**config.mk**
```make
export PLATFORM = sky130hd
export DESIGN_NAME = snake_step_controller
export DESIGN_NICKNAME = d
export VERILOG_FILES = /design/src/rtl/snake_pkg.sv /design/src/rtl/snake_tick_divider.sv /design/src/rtl/snake_step_controller.sv
export SDC_FILE = /design/constraint.sdc
export NUM_CORES = 1
export LEC_CHECK = 0
export CORE_MARGIN = 2
export CORE_UTILIZATION = 30
export DETAILED_ROUTE_END_ITERATION = 7
export PLACE_DENSITY_LB_ADDON = 0.25
export SLEW_MARGIN = 20
export SYNTH_ARGS = -nofsm -noshare
export SYNTH_HDL_FRONTEND = slang
export SYNTH_SLANG_ARGS = --single-unit
```
**constraint.sdc**
```tcl
create_clock -name clk -period 4.9 [get_ports clk]
set_clock_uncertainty 0.05 [all_clocks]
set_input_delay 0.735 -clock clk [delete_from_list [all_inputs] [get_ports clk]]
set_output_delay 0.735 -clock clk [all_outputs]
set_load 0.01 [all_outputs]
```
**src/rtl/snake_pkg.sv**
```systemverilog
// Shared types for the snake game sequencer: directions, FSM states and grid width.
package snake_pkg;

    localparam int GRID_W = 3;

    typedef enum logic [1:0] {
        LEFT  = 2'd0,
        RIGHT = 2'd1,
        UP    = 2'd2,
        DOWN  = 2'd3
    } dir_t;

    typedef enum logic [2:0] {
        IDLE,
        LOAD,
        RUN,
        STEP,
        CHECK,
        OVER
    } state_t;

    function automatic dir_t opposite(input dir_t d);
        case (d)
            LEFT:    return RIGHT;
            RIGHT:   return LEFT;
            UP:      return DOWN;
            default: return UP;
        endcase
    endfunction

endpackage

```
**src/rtl/snake_tick_divider.sv**
```systemverilog
// Game-step divider: counts enabled cycles and flags the last cycle of each tick.
module snake_tick_divider #(
    parameter int TICK_DIV = 25000000,
    parameter int CNT_W    = 25
) (
    input  logic clk,
    input  logic reset,
    input  logic en,
    input  logic clr,
    output logic tc
);

    localparam logic [CNT_W-1:0] LAST = CNT_W'(TICK_DIV - 1);

    logic [CNT_W-1:0] count;

    assign tc = en && (count == LAST);

    always_ff @(posedge clk or posedge reset) begin
        if (reset)
            count <= '0;
        else if (clr)
            count <= '0;
        else if (en)
            count <= tc ? '0 : count + CNT_W'(1);
    end

endmodule

```
**src/rtl/snake_step_controller.sv**
```systemverilog
// Snake game sequencer: latches direction, emits one move pulse per tick,
// reloads the head on start and stops on collision.
module snake_step_controller
    import snake_pkg::*;
#(
    parameter int TICK_DIV = 25000000,
    parameter int CNT_W    = 25,
    parameter int START_X  = 3,
    parameter int START_Y  = 3
) (
    input  logic              clk,
    input  logic              reset,
    input  logic              btn_l,
    input  logic              btn_r,
    input  logic              btn_u,
    input  logic              btn_d,
    input  logic              start,
    input  logic              edge_collision,
    input  logic              body_collision,
    output logic              l,
    output logic              r,
    output logic              u,
    output logic              d,
    output logic              load,
    output logic [GRID_W-1:0] load_x,
    output logic [GRID_W-1:0] load_y,
    output logic              running,
    output logic              game_over,
    output logic [7:0]        step_count
);

    state_t state, state_nx;
    dir_t   dir, next_dir, dir_base, btn_dir;
    logic   btn_ok, tick_tc, hit;

    assign hit = edge_collision | body_collision;

    snake_tick_divider #(
        .TICK_DIV (TICK_DIV),
        .CNT_W    (CNT_W)
    ) u_div (
        .clk   (clk),
        .reset (reset),
        .en    (state == RUN),
        .clr   (state != RUN),
        .tc    (tick_tc)
    );

    always_ff @(posedge clk or posedge reset) begin
        if (reset)
            state <= IDLE;
        else
            state <= state_nx;
    end

    always_comb begin
        state_nx = state;
        case (state)
            IDLE:    if (start) state_nx = LOAD;
            LOAD:    state_nx = RUN;
            RUN:     if (tick_tc) state_nx = STEP;
            STEP:    state_nx = CHECK;
            CHECK:   state_nx = hit ? OVER : RUN;
            OVER:    if (start) state_nx = LOAD;
            default: state_nx = IDLE;
        endcase
    end

    // Reversals are judged against the direction that will be committed after
    // this edge, so a press on the commit cycle cannot sneak in a 180-degree turn.
    always_comb begin
        dir_base = tick_tc ? next_dir : dir;
        btn_ok   = 1'b1;
        btn_dir  = next_dir;
        if (btn_l && opposite(dir_base) != LEFT)
            btn_dir = LEFT;
        else if (btn_r && opposite(dir_base) != RIGHT)
            btn_dir = RIGHT;
        else if (btn_u && opposite(dir_base) != UP)
            btn_dir = UP;
        else if (btn_d && opposite(dir_base) != DOWN)
            btn_dir = DOWN;
        else
            btn_ok = 1'b0;
    end

    always_ff @(posedge clk or posedge reset) begin
        if (reset) begin
            dir      <= RIGHT;
            next_dir <= RIGHT;
        end else if (state == LOAD) begin
            dir      <= RIGHT;
            next_dir <= RIGHT;
        end else begin
            if (tick_tc)
                dir <= next_dir;
            if (btn_ok && state != OVER)
                next_dir <= btn_dir;
        end
    end

    always_ff @(posedge clk or posedge reset) begin
        if (reset)
            step_count <= 8'd0;
        else if (state == LOAD)
            step_count <= 8'd0;
        else if (state == CHECK && !hit && step_count != 8'hFF)
            step_count <= step_count + 8'd1;
    end

    assign l         = (state == STEP) && (dir == LEFT);
    assign r         = (state == STEP) && (dir == RIGHT);
    assign u         = (state == STEP) && (dir == UP);
    assign d         = (state == STEP) && (dir == DOWN);
    assign load      = (state == LOAD);
    assign running   = (state == RUN) || (state == STEP) || (state == CHECK);
    assign game_over = (state == OVER);
    assign load_x    = GRID_W'(START_X);
    assign load_y    = GRID_W'(START_Y);

endmodule

```
==> results.sh, run 1 <==
export IMPL_status="finished, final reports clean"
export IMPL_p_int_mw=0.578
export IMPL_cts_resized=0
export IMPL_critical_path_required_ns=4.12
export IMPL_clk_pin_slew_ns=0.08
export IMPL_finalWirelength_mm=4.48
export IMPL_drt_initial_drc_count=89
export IMPL_cts_setup_buffers=0
export IMPL_synth_cells=240
export IMPL_worstSkewPairLatency_ns=0.30
export IMPL_syn_cell_area_mm2=0.00221
export IMPL_use_met1_pct=15.8
export IMPL_grt_pass1_wl_mm=7.91
export IMPL_clkPwrFrac_pct=32.3
export IMPL_drt_pass1_iter_count=4
export IMPL_holdPathEnd="u_div.count[0]"
export IMPL_holdPathStages=1
export IMPL_worstReg2RegEnd="next_dir[0]"
export IMPL_ys_types=45
export IMPL_hold_buffers=0
export IMPL_p_switching_mw=0.264
export IMPL_use_met2_pct=19.2
export IMPL_cp_arrival_ns=2.25
export IMPL_dieArea_mm2=0.00809
export IMPL_antenna_found_initial=0
export IMPL_drv_cap=0
export IMPL_synth_seq_cells=40
export IMPL_fin_crit_ns=3.03
export IMPL_via_count=1711
export IMPL_numPortBuffers=23
export IMPL_holdCritPathClass="reg2reg"
export IMPL_initial_utilization_pct=30.7
export IMPL_layout_common_cells="42 x nor2_1, 38 x dfrtp_1, 23 x clkdlybuf4s50_1, 18 x xor2_1"
export IMPL_fmax_mhz=330
export IMPL_crit_type="reg2out"
export IMPL_seqPwrFrac_pct=46.1
export IMPL_hold_start="u_div.count[0]"
export IMPL_fp_dieW_um=89.9
export IMPL_grt_use_total_pct=11.9
export IMPL_ios=30
export IMPL_postRouteAntennaNets=0
export IMPL_syn2layout_area_growth_pct=18.6
export IMPL_slew_headroom_pct=38.1
export IMPL_dp_hpwl_mm=3.24
export IMPL_worst_pin_slew_ns=0.928
export IMPL_finalSetupTns_ns=0
export IMPL_cts_root_buffer="clkbuf_8"
export IMPL_avgSynthCellArea_um2=9.23
export IMPL_switching_share_pct=31.4
export IMPL_combPwrFrac_pct=21.6
export IMPL_ys_warnings_count=0
export IMPL_ir_drop_mv=0.105
export IMPL_cts_buffers=5
export IMPL_nNetsFinal=274
export IMPL_gp_congestion=0.789
export IMPL_grt_use_met3_pct=2.10
export IMPL_ys_seq_area_share_pct=45.3
export IMPL_overflow=0
export IMPL_fin_crit_sh_pct=61.9
export IMPL_diodes=0
export IMPL_final_common_cell="nor2_1"
export IMPL_ff2ff_path_depth=7
export IMPL_grt_busiest_layer="met2"
export IMPL_drc=0
export IMPL_hold_violations=0
export IMPL_routed_via_density=4.71
export IMPL_grt_pass1_vias=1676
export IMPL_clockBufferDepth=2
export IMPL_r2r_start="u_div.count[0]"
export IMPL_routedWlPerCell_um=12.4
export IMPL_htreeDepth=2
export IMPL_cellLeakagePower_nw=1.06
export IMPL_grt_max_degree=41
export IMPL_synth_flop_cell="dfrtp_1"
export IMPL_crit_path_start_kind="flip-flop"
export IMPL_powerDensity_mw_per_mm2=321
export IMPL_finalMaxSlewViolations=0
export IMPL_endpoint_kind="primary output"
export IMPL_cts_sinks=40
export IMPL_setup_viol=0
export IMPL_synth_edff_count=0
export IMPL_synthArstFlopShare_pct=100
export IMPL_final_util_pct=36.4
export IMPL_grt_setup_unrepaired="false"
export IMPL_cp_max_fo=12
export IMPL_rows=31
export IMPL_reg2reg_slack_ns=2.50
export IMPL_drive_gt1_share_pct=7.95
export IMPL_die_y_um=89.9
export IMPL_coreArea_mm2=0.00721
export IMPL_cts_tree="built"
## layout make-up
type / instances / area [um2]
fillers: 770 / 4590
multi-input cells: 184 / 1120
flip-flops and latches: 40 / 1000
repair buffers: 24 / 238
well taps: 99 / 124
clock buffers: 5 / 68.8
clock inverters: 3 / 42.5
inverters: 8 / 30.0
## synth_stat cells, types with 3 or more instances
master	number	area share, %
nand2_1	17	2.9
clkbuf_1	4	0.68
nand4_1	6	1.7
nand3_1	17	3.8
xor2_1	18	7.1
xnor2_1	9	3.6
o21ai_0	6	1.4
nor2_1	42	7.1
o211ai_1	3	1.0
nand2b_1	4	1.1
a21oi_1	5	1.1
or3_1	3	0.85
nor3_1	10	2.3
dfrtp_1	38	43
inv_1	8	1.4
mux2i_1	4	1.8
buf_4	6	2.0
## power groups by stage
stage	Sequential [mW]	Combinational [mW]	Clock, mW
3_5_place_dp	0.394	0.186	0
3_3_place_gp	0.392	0.185	0
6_report	0.388	0.182	0.272
4_1_cts	0.387	0.186	0.283
2_1_floorplan	0.384	0.131	0
5_1_grt	0.393	0.206	0.292
## worst max-delay path by stage
| stage | from | endpoint | cells after the start |
|---|---|---|---|
| floorplan | u_div.count[0] | next_dir[0] | 8 |
| finish | state[0] | load | 4 |
| global placement | state[0] | load | 4 |
| detailed placement | state[0] | load | 4 |
| CTS | state[0] | load | 4 |
| global route | state[0] | load | 4 |
## critical path: stages (launching register included)
cell and delay [ns]:
dfrtp_1 0.48, inv_1 0.10, or3_1 0.43, inv_1 0.33, clkdlybuf4s50_1 0.61
## through the flow
step | instance area, um2 | hold WS [ns] | cells | setup WS (ns) | total power [mW]
2_1_floorplan | 2230 | 0.405 | 244 | 2.71 | 0.514
3_3_place_gp | 2510 | 0.429 | 355 | 2.23 | 0.577
3_5_place_dp | 2510 | 0.432 | 355 | 2.19 | 0.580
4_1_cts | 2630 | 0.444 | 363 | 1.85 | 0.856
5_1_grt | 2630 | 0.470 | 363 | 1.69 | 0.891
6_report | 2630 | 0.445 | 363 | 1.87 | 0.842
## state kept, by name, summed over array words and instances, names as in the netlist
register,count
state,3
next_dir,2
u_div.count,25
step_count,8
dir,2
## logic make-up after synthesis
group	after synthesis	share of synthesized area [%]
mux	4	1.81
simple gates	120	28.1
flops	40	45.3
xor+xnor	27	10.7
buf+inv	20	4.80
other cells	2	0.339
compound gates	24	7.40
fa+ha+maj	3	1.58
## routing by layer
metal,wire length [um],up-vias
met5,0,-
met4,95,0
met3,112,7
met2,2040,29
met1,2230,809
li1,-,866
Note: power is estimated with default switching activity, not from simulation.
==> run 2, diff against run 1 <==
clock period = 2.6 ns   (was 4.9 ns; I/O delays follow)
==> run 2 against run 1 <==
Sequential power increased by 88%. Die area did not move. Clock-buffer cell count unchanged. Setup slack got worse by 1.7 ns. Routed wire length is 0.38% higher. Design area hardly changed. Combinational power grew 98%. Core utilization hardly changed. Global-route usage about the same. Worst hold slack got worse by 0.0094 ns. Largest power group unchanged.
==> results.sh, run 2 (synthesis gave the netlist of run 1 again) <==
export IMPL_drt_initial_drc_count=50
export IMPL_cts_setup_buffers=0
export IMPL_worst_pin_slew_ns=0.612
export IMPL_holdCritPathClass="reg2reg"
export IMPL_postRouteAntennaNets=0
export IMPL_layout_common_cells="42 x nor2_1, 38 x dfrtp_1, 23 x clkdlybuf4s50_1, 18 x xor2_1"
export IMPL_reg_top3="u_div.count x25, step_count x8, state x3"
export IMPL_combPwrFrac_pct=24.0
export IMPL_seqCellArea_mm2=0.00100
export IMPL_endpoint_kind="primary output"
export IMPL_gp_congestion=0.860
export IMPL_htreeDepth=2
export IMPL_grt_setup_unrepaired="false"
export IMPL_ios=30
export IMPL_cp_arrival_ns=1.96
export IMPL_drive_gt1_share_pct=8.99
export IMPL_hold_buffers=0
export IMPL_finalWirelength_mm=4.50
export IMPL_cts_buffers=5
export IMPL_coreArea_mm2=0.00721
export IMPL_grt_pass1_wl_mm=7.95
export IMPL_ir_drop_mv=0.209
export IMPL_numPortBuffers=23
export IMPL_n_fill_cell=744
export IMPL_rows=31
export IMPL_syn2layout_area_growth_pct=18.5
export IMPL_crit_type="reg2out"
export IMPL_design_area_mm2=0.00263
export IMPL_via_count=1747
export IMPL_p_int_mw=1.01
export IMPL_largest_reg_flops=25
export IMPL_grt_use_total_pct=12.0
export IMPL_final_util_pct=36.4
export IMPL_dp_hpwl_mm=3.25
export IMPL_antenna_found_initial=0
export IMPL_regMostFlops="u_div.count"
export IMPL_seqPwrFrac_pct=48.5
export IMPL_fin_crit_ns=2.40
export IMPL_stdcell_count=366
export IMPL_switching_share_pct=33.0
export IMPL_routed_via_density=4.77
export IMPL_finalSetupTns_ns=0
export IMPL_place_area_mm2=0.00254
export IMPL_drt_pass1_iter_count=4
export IMPL_fin_crit_sh_pct=92.5
export IMPL_hold_violations=0
export IMPL_reg2reg_slack_ns=0.23
export IMPL_setup_viol=0
export IMPL_setup_ws_ns=0.196
export IMPL_cts_sinks=40
export IMPL_worstSkewPairLatency_ns=0.29
export IMPL_initial_utilization_pct=30.7
export IMPL_final_common_cell="nor2_1"
export IMPL_cts_resized=0
export IMPL_overflow=0
export IMPL_finalMaxSlewViolations=0
export IMPL_fp_dieW_um=89.9
export IMPL_crit_path_start_kind="flip-flop"
export IMPL_clk_pin_slew_ns=0.08
export IMPL_slew_headroom_pct=58.9
export IMPL_p_switching_mw=0.496
export IMPL_fmax_mhz=416
export IMPL_routedWlPerCell_um=12.3
export IMPL_nNetsFinal=277
export IMPL_dp_cells=358
export IMPL_dieArea_mm2=0.00809
export IMPL_clockBufferDepth=2
export IMPL_place_ws_ns=0.256
export IMPL_drv_cap=0
export IMPL_cp_max_fo=8
export IMPL_die_y_um=89.9
export IMPL_grt_max_degree=41
export IMPL_cellLeakagePower_nw=1.07
export IMPL_powerDensity_mw_per_mm2=573
export IMPL_grt_pass1_vias=1734
export IMPL_drc=0
export IMPL_cts_root_buffer="clkbuf_8"
export IMPL_multiInputGateArea_mm2=0.00112
export IMPL_clkPwrFrac_pct=27.4
export IMPL_status="finished, final reports clean"
export IMPL_diodes=0
export IMPL_cts_tree="built"
export IMPL_critical_path_required_ns=2.16
## run 2: final timing paths
check,startpoint,end,cells past startpoint
setup reg to reg,u_div.count[0],next_dir[0],7
setup / recovery,state[0],load,4
hold / removal,u_div.count[0],u_div.count[0],1
min in group asynchronous,reset,step_count[1],3
max in group asynchronous,reset,dir[0],3
hold reg to reg,u_div.count[0],u_div.count[0],1
## run 2: layout make-up
type | count | area share (%)
Tap cell | 99 | 4.72
Timing Repair Buffer | 27 | 9.91
Multi-Input combinational cell | 184 | 42.7
Inverter | 8 | 1.14
Clock inverter | 3 | 0.715
Clock buffer | 5 | 2.62
Sequential cell | 40 | 38.2
## run 2: layer usage
layer  vias to the layer above  track usage (%)  part of all wire [%]  wire (um)
li1                        876                -                     -          -
met5                         -                0                     0          0
met1                       835             15.0                    48       2180
met3                         8             2.77                   2.8        126
met4                         0             5.26                   1.8         81
met2                        28             19.8                    47       2120
## run 2: power groups by stage
stage	clock, mW	sequential, mW	combinational, mW
floorplan	0	0.723	0.247
global placement	0	0.741	0.374
detailed placement	0	0.743	0.368
CTS	0.431	0.730	0.370
global route	0.455	0.743	0.411
finish	0.413	0.730	0.361
## run 2: stage by stage
step / power [mW] / hold WS (ns)
2_1_floorplan: 0.969 / 0.405
3_3_place_gp: 1.11 / 0.418
3_5_place_dp: 1.11 / 0.429
4_1_cts: 1.53 / 0.441
5_1_grt: 1.61 / 0.479
6_report: 1.50 / 0.436
## run 2: critical path, stage by stage (launching register included)
cell and delay, ns:
dfrtp_1 0.48, inv_1 0.10, or3_1 0.47, inv_1 0.10
clkdlybuf4s50_1 0.53
